## config.mk

```make
export PLATFORM = sky130hd
export DESIGN_NAME = boot_loader_ctrl
export DESIGN_NICKNAME = d
export VERILOG_FILES = /design/src/rtl/boot_loader_ctrl.sv
export SDC_FILE = /design/constraint.sdc
export NUM_CORES = 1
export LEC_CHECK = 0
export ABC_CLOCK_PERIOD_IN_PS = 3700
export BUFFER_PORTS_ARGS = -buffer_cell sky130_fd_sc_hd__buf_2
export CAP_MARGIN = 15
export CORE_MARGIN = 1
export CORE_UTILIZATION = 47
export CTS_CLUSTER_SIZE = 30
export DETAILED_ROUTE_END_ITERATION = 8
export PLACE_DENSITY = 0.75
export SLEW_MARGIN = 0
export SYNTH_ARGS = -nofsm -noshare
export SYNTH_HDL_FRONTEND = slang
export SYNTH_SLANG_ARGS = --single-unit
```

## constraint.sdc

```tcl
create_clock -name clk_cpu -period 3.7 [get_ports clk_cpu]
set_clock_uncertainty 0.15 [all_clocks]
set_input_delay 0 -clock clk_cpu [delete_from_list [all_inputs] [get_ports clk_cpu]]
set_output_delay 0 -clock clk_cpu [all_outputs]
set_load 0.05 [all_outputs]
```

## src/rtl/boot_loader_ctrl.sv

```systemverilog
// CPU start-up sequencer: holds the CPU in reset, loads a length-prefixed byte image
// into instruction memory as big-endian words, verifies an XOR checksum, then releases the CPU.
module boot_loader_ctrl #(
    parameter int unsigned ADDR_W        = 10,
    parameter int unsigned RELEASE_DELAY = 5
) (
    input  logic              clk_cpu,
    input  logic              reset,
    input  logic              boot_req,
    input  logic              rx_valid,
    input  logic [7:0]        rx_data,
    output logic              rx_ready,
    output logic              mem_we,
    output logic [ADDR_W-1:0] mem_addr,
    output logic [31:0]       mem_wdata,
    output logic              cpu_reset,
    output logic              done,
    output logic              error,
    output logic [ADDR_W:0]   words_loaded
);

    localparam int unsigned MAX_WORDS = 1 << ADDR_W;
    localparam int unsigned HOLD_W    = (RELEASE_DELAY > 1) ? $clog2(RELEASE_DELAY) : 1;

    typedef enum logic [2:0] {
        S_LEN_HI,
        S_LEN_LO,
        S_DATA,
        S_CSUM,
        S_HOLD,
        S_RUN,
        S_ERROR
    } state_t;

    state_t              state;
    logic [7:0]          len_hi;
    logic [15:0]         len;
    logic [7:0]          csum;
    logic [23:0]         shift;
    logic [1:0]          byte_idx;
    logic [HOLD_W-1:0]   hold_cnt;
    logic                accept;

    assign accept = rx_valid && rx_ready;

    // Sequencer with registered outputs; rx_ready is written alongside each state change
    always_ff @(posedge clk_cpu) begin
        if (reset) begin
            state        <= S_LEN_HI;
            len_hi       <= 8'h00;
            len          <= 16'h0000;
            csum         <= 8'h00;
            shift        <= 24'h000000;
            byte_idx     <= 2'd0;
            hold_cnt     <= '0;
            rx_ready     <= 1'b0;
            mem_we       <= 1'b0;
            mem_addr     <= '0;
            mem_wdata    <= 32'h0000_0000;
            cpu_reset    <= 1'b1;
            done         <= 1'b0;
            error        <= 1'b0;
            words_loaded <= '0;
        end else begin
            mem_we <= 1'b0;
            case (state)
                S_LEN_HI: begin
                    rx_ready <= 1'b1;
                    if (accept) begin
                        len_hi <= rx_data;
                        csum   <= csum ^ rx_data;
                        state  <= S_LEN_LO;
                    end
                end
                S_LEN_LO: begin
                    rx_ready <= 1'b1;
                    if (accept) begin
                        len  <= {len_hi, rx_data};
                        csum <= csum ^ rx_data;
                        if (32'({len_hi, rx_data}) > MAX_WORDS) begin
                            state    <= S_ERROR;
                            error    <= 1'b1;
                            rx_ready <= 1'b0;
                        end else if ({len_hi, rx_data} == 16'h0000) begin
                            state <= S_CSUM;
                        end else begin
                            state <= S_DATA;
                        end
                    end
                end
                S_DATA: begin
                    rx_ready <= 1'b1;
                    if (accept) begin
                        csum     <= csum ^ rx_data;
                        shift    <= {shift[15:0], rx_data};
                        byte_idx <= byte_idx + 2'd1;
                        // Fourth byte completes a word: write it on the following cycle
                        if (byte_idx == 2'd3) begin
                            mem_we       <= 1'b1;
                            mem_addr     <= words_loaded[ADDR_W-1:0];
                            mem_wdata    <= {shift, rx_data};
                            words_loaded <= words_loaded + {{ADDR_W{1'b0}}, 1'b1};
                            if (32'(words_loaded) + 32'd1 == 32'(len)) begin
                                state <= S_CSUM;
                            end
                        end
                    end
                end
                S_CSUM: begin
                    rx_ready <= 1'b1;
                    if (accept) begin
                        rx_ready <= 1'b0;
                        hold_cnt <= '0;
                        if (rx_data == csum) begin
                            state <= S_HOLD;
                        end else begin
                            state <= S_ERROR;
                            error <= 1'b1;
                        end
                    end
                end
                S_HOLD: begin
                    rx_ready <= 1'b0;
                    if (hold_cnt == HOLD_W'(RELEASE_DELAY - 1)) begin
                        state     <= S_RUN;
                        cpu_reset <= 1'b0;
                        done      <= 1'b1;
                    end else begin
                        hold_cnt <= hold_cnt + HOLD_W'(1);
                    end
                end
                S_RUN: begin
                    rx_ready <= 1'b0;
                    if (boot_req) begin
                        state        <= S_LEN_HI;
                        rx_ready     <= 1'b1;
                        cpu_reset    <= 1'b1;
                        done         <= 1'b0;
                        words_loaded <= '0;
                        csum         <= 8'h00;
                        byte_idx     <= 2'd0;
                    end
                end
                S_ERROR: begin
                    rx_ready <= 1'b0;
                    if (boot_req) begin
                        state        <= S_LEN_HI;
                        rx_ready     <= 1'b1;
                        error        <= 1'b0;
                        words_loaded <= '0;
                        csum         <= 8'h00;
                        byte_idx     <= 2'd0;
                    end
                end
                default: begin
                    state    <= S_LEN_HI;
                    rx_ready <= 1'b0;
                end
            endcase
        end
    end

endmodule

```

Yosys cells after proc, flatten, opt, wreduce, memory -nomap -nowiden
Cells that the tools add are included.
- reduce and logical (&&, ||, !) cells: 23
- shift operators: 0
- divide/modulo/power cells: 0
- add/subtract/negate cells: 4
- bitwise operators: 3
- muxes and demuxes: 42
- equality and inequality tests: 24
- multipliers: 0
- magnitude comparators: 1
- operators with widths (cell ; number):
    11-bit two-way mux ; 3
    3-bit two-way mux ; 11
    2-bit inequality test, second input constant ; 12
    11-bit case mux with 2 select lines ; 1
    3-bit case mux with 6 select lines ; 1
    12-bit by 16-bit == test with 1-bit output ; 1
    16-bit by 11-bit greater-than comparator with 1-bit output, second input constant ; 1
    16-bit zero test ; 1
    8-bit two-way mux ; 2
    8-bit case mux with 2 select lines ; 1
    3-bit AND reduction ; 5
    1-bit two-way mux ; 14
    11-bit by 1-bit adder with 12-bit output, second input constant ; 1
    3-bit == test, second input constant ; 4
    11-bit by 1-bit adder with 11-bit output, second input constant ; 1
    8-bit == test ; 1
    8-bit AND reduction ; 1
    2-bit nonzero test ; 4
    8-bit bitwise XOR ; 1
    3-bit by 2-bit == test with 1-bit output, second input constant ; 2
    2-bit two-way mux ; 3
    3-bit case mux with 2 select lines ; 1
    2-bit AND reduction ; 3
    6-bit AND reduction ; 1
    16 further kinds ; 21
- memory bits (read-only): 0
- flip-flop bits (word level): 122
- memory bits (writable): 0
- memories kept: 0
- bits in latches: 0
- word-level logic and storage cells: 112
- output and inout port bits: 58
- input port bits: 12

Logic depth before layout (Yosys ltp)
- depth in word-level cells: 6
- gate-level depth with buffers: 9
- mapped depth without buffers: 8

Least setup slack after synthesis
Ideal clock, no wire load.
- kind: register -> register
- start point: reg words_loaded[1]
- end point: reg state[0]
- path buffers: 0
- library setup time: 0.062 ns
- data arrival time: 2.577 ns
- cell stages (with the launch flop): 8
- data required time: 3.488 ns
- clock period less this slack: 2.789 ns
- setup slack: 0.911 ns
- cell sequence: dfxtp_1 ha_1 nand3_4 or4_4 a211oi_2 o22ai_1 or4_1 nand3_1
- cells in the longest elaborated chain, start to end: 4
- ends and longest elaborated chain (item ; RTL line ; RTL):
    from (decl) ; 19 ; output logic [ADDR_W:0] words_loaded
    from (signal assigned) ; 102 ; words_loaded <= words_loaded + {{ADDR_W{1'b0}}, 1'b1};
    11-bit by 1-bit adder with 12-bit output ; 103 ; if (32'(words_loaded) + 32'd1 == 32'(len)) begin
    12-bit by 16-bit == test with 1-bit output ; 103 ;
    2-bit inequality test (no source line) ; n/a ;
    8-bit AND reduction (no source line) ; n/a ;
    to (signal assigned) ; 104 ; state <= S_CSUM;
    to (signal assigned) ; 115 ; state <= S_HOLD;
    to (signal assigned) ; 117 ; state <= S_ERROR;
    to (decl) ; 35 ; state_t state;
No other way between the ends.
A chain may end at the register's enable or synchronous reset.

Worst setup path in the final report
- start point: reg state[2]
- end point: reg mem_wdata[13]
- cells in the longest elaborated chain, start to end: 2
- ends and longest elaborated chain (item ; RTL line ; RTL):
    from (signal assigned) ; 49 ; state <= S_LEN_HI;
    from (signal assigned) ; 72 ; state <= S_LEN_LO;
    from (signal assigned) ; 81 ; state <= S_ERROR;
    3-bit by 2-bit == test with 1-bit output ; 66 ; case (state)
    3-bit AND reduction (no source line) ; n/a ;
    to (signal assigned) ; 101 ; mem_wdata <= {shift, rx_data};
    to (decl) ; 15 ; output logic [31:0] mem_wdata,
No other way between the ends.

==> flow_metrics.env <==
export IMPL_critPathKind="reg -> reg"
export IMPL_post_route_drc_count=0
export IMPL_die_h_um=108
export IMPL_p_per_area_mw_per_mm2=504
export IMPL_grt_usage_pct=23.3
export IMPL_seq_area_sq_mm=0.00244
export IMPL_critPathLaunchType="flop"
export IMPL_power_mw=3.17
export IMPL_grt_pass1_wl_um=21000
export IMPL_timing_rr_end="mem_wdata[13]"
export IMPL_grt_max_degree=114
export IMPL_dieArea_sq_mm=0.0116
export IMPL_rsz0062_at_grt="false"
export IMPL_cts_tree="done"
export IMPL_slew_viol_final=0
export IMPL_arrival_ns=2.94
export IMPL_whs_endpoint="cpu_reset"
export IMPL_rows=38
export IMPL_slowest_stage="dfxtp_1"
export IMPL_synth_cell_type_count=53
export IMPL_ant_nets=0
export IMPL_path_cells="nor3b_1, and2_1, buf_4, nand2_1, buf_4, nand2_1, a21oi_1"
export IMPL_synthesis_nets=696
export IMPL_netlist_area_sq_mm=0.00524
export IMPL_synth_edff_count=0
export IMPL_hold_violations=0
export IMPL_utilization_pct=57.9
export IMPL_post_cts_buffers=0
export IMPL_cts_resized_gates=0
export IMPL_initial_core_util_pct=48.4
export IMPL_tightest_slew_ns=1.12
export IMPL_cts_sinks=122
export IMPL_seq_area_frac_synth_pct=46.6
export IMPL_dr_pass1_iters=6
export IMPL_port_buffers=69
export IMPL_synth_warnings=0
export IMPL_fin_crit_ns=2.76
export IMPL_cts_buffer_depth=2
export IMPL_drv_cap=0
export IMPL_antenna_found_initial=0
export IMPL_rrSetupSlack_ns=0.94
export IMPL_die_w_um=108
export IMPL_numCtsBuffers=17
export IMPL_max_stage_delay_ns=0.48
export IMPL_max_freq_mhz=363
export IMPL_core_area_sq_mm=0.0108
export IMPL_setup_tns_final_ns=0
export IMPL_layout_nets=747
export IMPL_ff2ff_path_depth=7
export IMPL_ioPinCount=70
export IMPL_num_vias=4854
export IMPL_synthToLayoutAreaGrowth_pct=19.7
export IMPL_synth_seq_cells=122
export IMPL_cp_end_kind="flop"
export IMPL_r2r_start="state[2]"
export IMPL_hold_slack_ns=0.235
export IMPL_path_delay_family="simple AND/OR/NAND/NOR gates"
export IMPL_globalplace_congestion=0.919
export IMPL_clock_latency_ns=0.52
export IMPL_holdPathStages=4
export IMPL_layout_drive_gt1_share_pct=15.1
export IMPL_setup_violations=0
export IMPL_p_leak_nw=2.30
export IMPL_wl_per_cell_um=14.5
export IMPL_clkSlewWorstSetupHoldPaths_ns=0.06
export IMPL_cp_required_ns=3.88
export IMPL_yosys_most_used_dff="dfxtp_1"
export IMPL_layoutNonFillerInstCount=883
export IMPL_antennaDiodeCount=0
export IMPL_dp_cells=841
export IMPL_synthCells=680
export IMPL_hold_path_class="in -> reg"
export IMPL_drtIter0Drc=289
export IMPL_path_buf_inv=2
export IMPL_routed_wl_um=12800
export IMPL_root_buffer="clkbuf_8"
export IMPL_vdd_drop_max_mv=0.404
export IMPL_vias_per_cell=5.50
export IMPL_htreeDepth=4
export IMPL_grt_pass1_vias=4470
export IMPL_async_flop_share_pct=0
export IMPL_slew_headroom_pct=25.5
export IMPL_cts_hold_buf=11
export IMPL_grt_overflow=0
export IMPL_status="finished, final reports clean"
export IMPL_hold_path_startpoint="boot_req"
export IMPL_dp_hpwl_um=8310
export IMPL_period_share_pct=74.5
export IMPL_cp_max_fo=27
export IMPL_avgSynthCellArea_sq_um=7.71
export IMPL_multi_input_area_sq_mm=0.00255
export IMPL_n_fill_cell=944
## final cells by class
type	instances	share of cell area, %
Inverter	9	0.538
Multi-Input combinational cell	496	40.6
Clock inverter	8	1.87
Timing Repair Buffer	85	7.89
Clock buffer	23	7.43
Tap cell	140	2.79
Sequential cell	122	38.9
## stage by stage
step                instance area [sq um]  setup slack (ns)
floorplan                            5240             0.911
global placement                     5580              1.12
detailed placement                   5580              1.03
CTS                                  6280             0.994
global route                         6280             0.724
finish                               6280             0.943
## registers in the layout (all words and copies together), names as in the netlist, 2 cells and up
signal,count
len_hi,8
hold_cnt,3
state,3
mem_wdata,32
shift,24
words_loaded,11
byte_idx,2
mem_addr,10
csum,8
len,16
## synth_stat cells (all sizes together) (3+ instances only)
cell / n / share of area (%)
nand3b: 10 / 1.4
o31ai: 3 / 0.43
nor3b: 4 / 0.57
a31oi: 4 / 0.48
a21oi: 108 / 10
nand2: 195 / 14
xor2: 5 / 0.84
clkbuf: 41 / 2.9
nor2b: 5 / 0.60
o21ai: 27 / 2.6
nor3: 9 / 0.86
nor4: 6 / 0.72
ha: 4 / 0.95
xnor2: 13 / 2.2
nor2: 36 / 2.6
nand2b: 4 / 0.48
or3: 3 / 0.41
buf: 12 / 1.3
and2: 4 / 0.48
nand3: 16 / 1.8
o41ai: 4 / 0.67
inv: 9 / 0.64
dfxtp: 122 / 47
nand4: 6 / 1.0
## cells by family after synthesis
family          share of synthesized area, %
flops                                   46.6
compound gates                          17.6
xor+xnor                                3.01
simple gates                            26.4
buf+inv                                 4.84
fa+ha+maj                              0.954
mux                                    0.597
## worst reg2reg max path, stage by stage, from the launching register on
cell and delay (ns):
dfxtp_1 0.48, nor3b_1 0.44, and2_1 0.19, buf_4 0.27, nand2_1 0.45, buf_4 0.39, nand2_1 0.12, a21oi_1 0.09
## placed cells by master (no fill, tap or decap), types with 5 or more instances in the layout
cell type      Yosys  final
nor2_1            36     36
xnor2_1           13     13
nand3b_1          10     10
inv_1              9      9
nand3_1           15     15
nand2_1          195    195
o21ai_0           26     26
nand4_1            5      5
nor2b_1            5      5
buf_4              3      6
clkbuf_16          0     16
a21oi_1          107    107
xor2_1             5      5
buf_2              8     68
nor3_1             9      9
dlygate4sd3_1      0     11
nor4_1             6      6
dfxtp_1          122    122
## metal layers
metal | part of all wire [%] | routed length [um] | vias up | global-route usage (%)
met1 | 45 | 5810 | 2267 | 30.6
li1 | - | - | 2395 | -
met3 | 6.5 | 836 | 23 | 5.08
met4 | 2.0 | 252 | 0 | 9.20
met2 | 46 | 5890 | 169 | 37.0
met5 | 0 | 0 | - | 0
## how the worst max path moves through the flow
| stage | start | endpoint | slack [ns] | depth (start not counted) |
|---|---|---|---|---|
| after global placement | words_loaded[0] | state[0] | 1.12 | 7 |
| after global routing | state[2] | mem_wdata[13] | 0.72 | 7 |
| final | state[2] | mem_wdata[13] | 0.94 | 7 |
| after detailed placement | words_loaded[0] | state[0] | 1.03 | 7 |
| after floorplan | words_loaded[1] | state[0] | 0.91 | 7 |
| after CTS | state[2] | mem_wdata[13] | 0.99 | 7 |
## report_power, final
group          internal, mW  switching (mW)
Combinational        0.0627           0.118
Clock                  1.07           0.553
Sequential             1.34          0.0250
No activity file was read; power rests on OpenSTA's default activity.
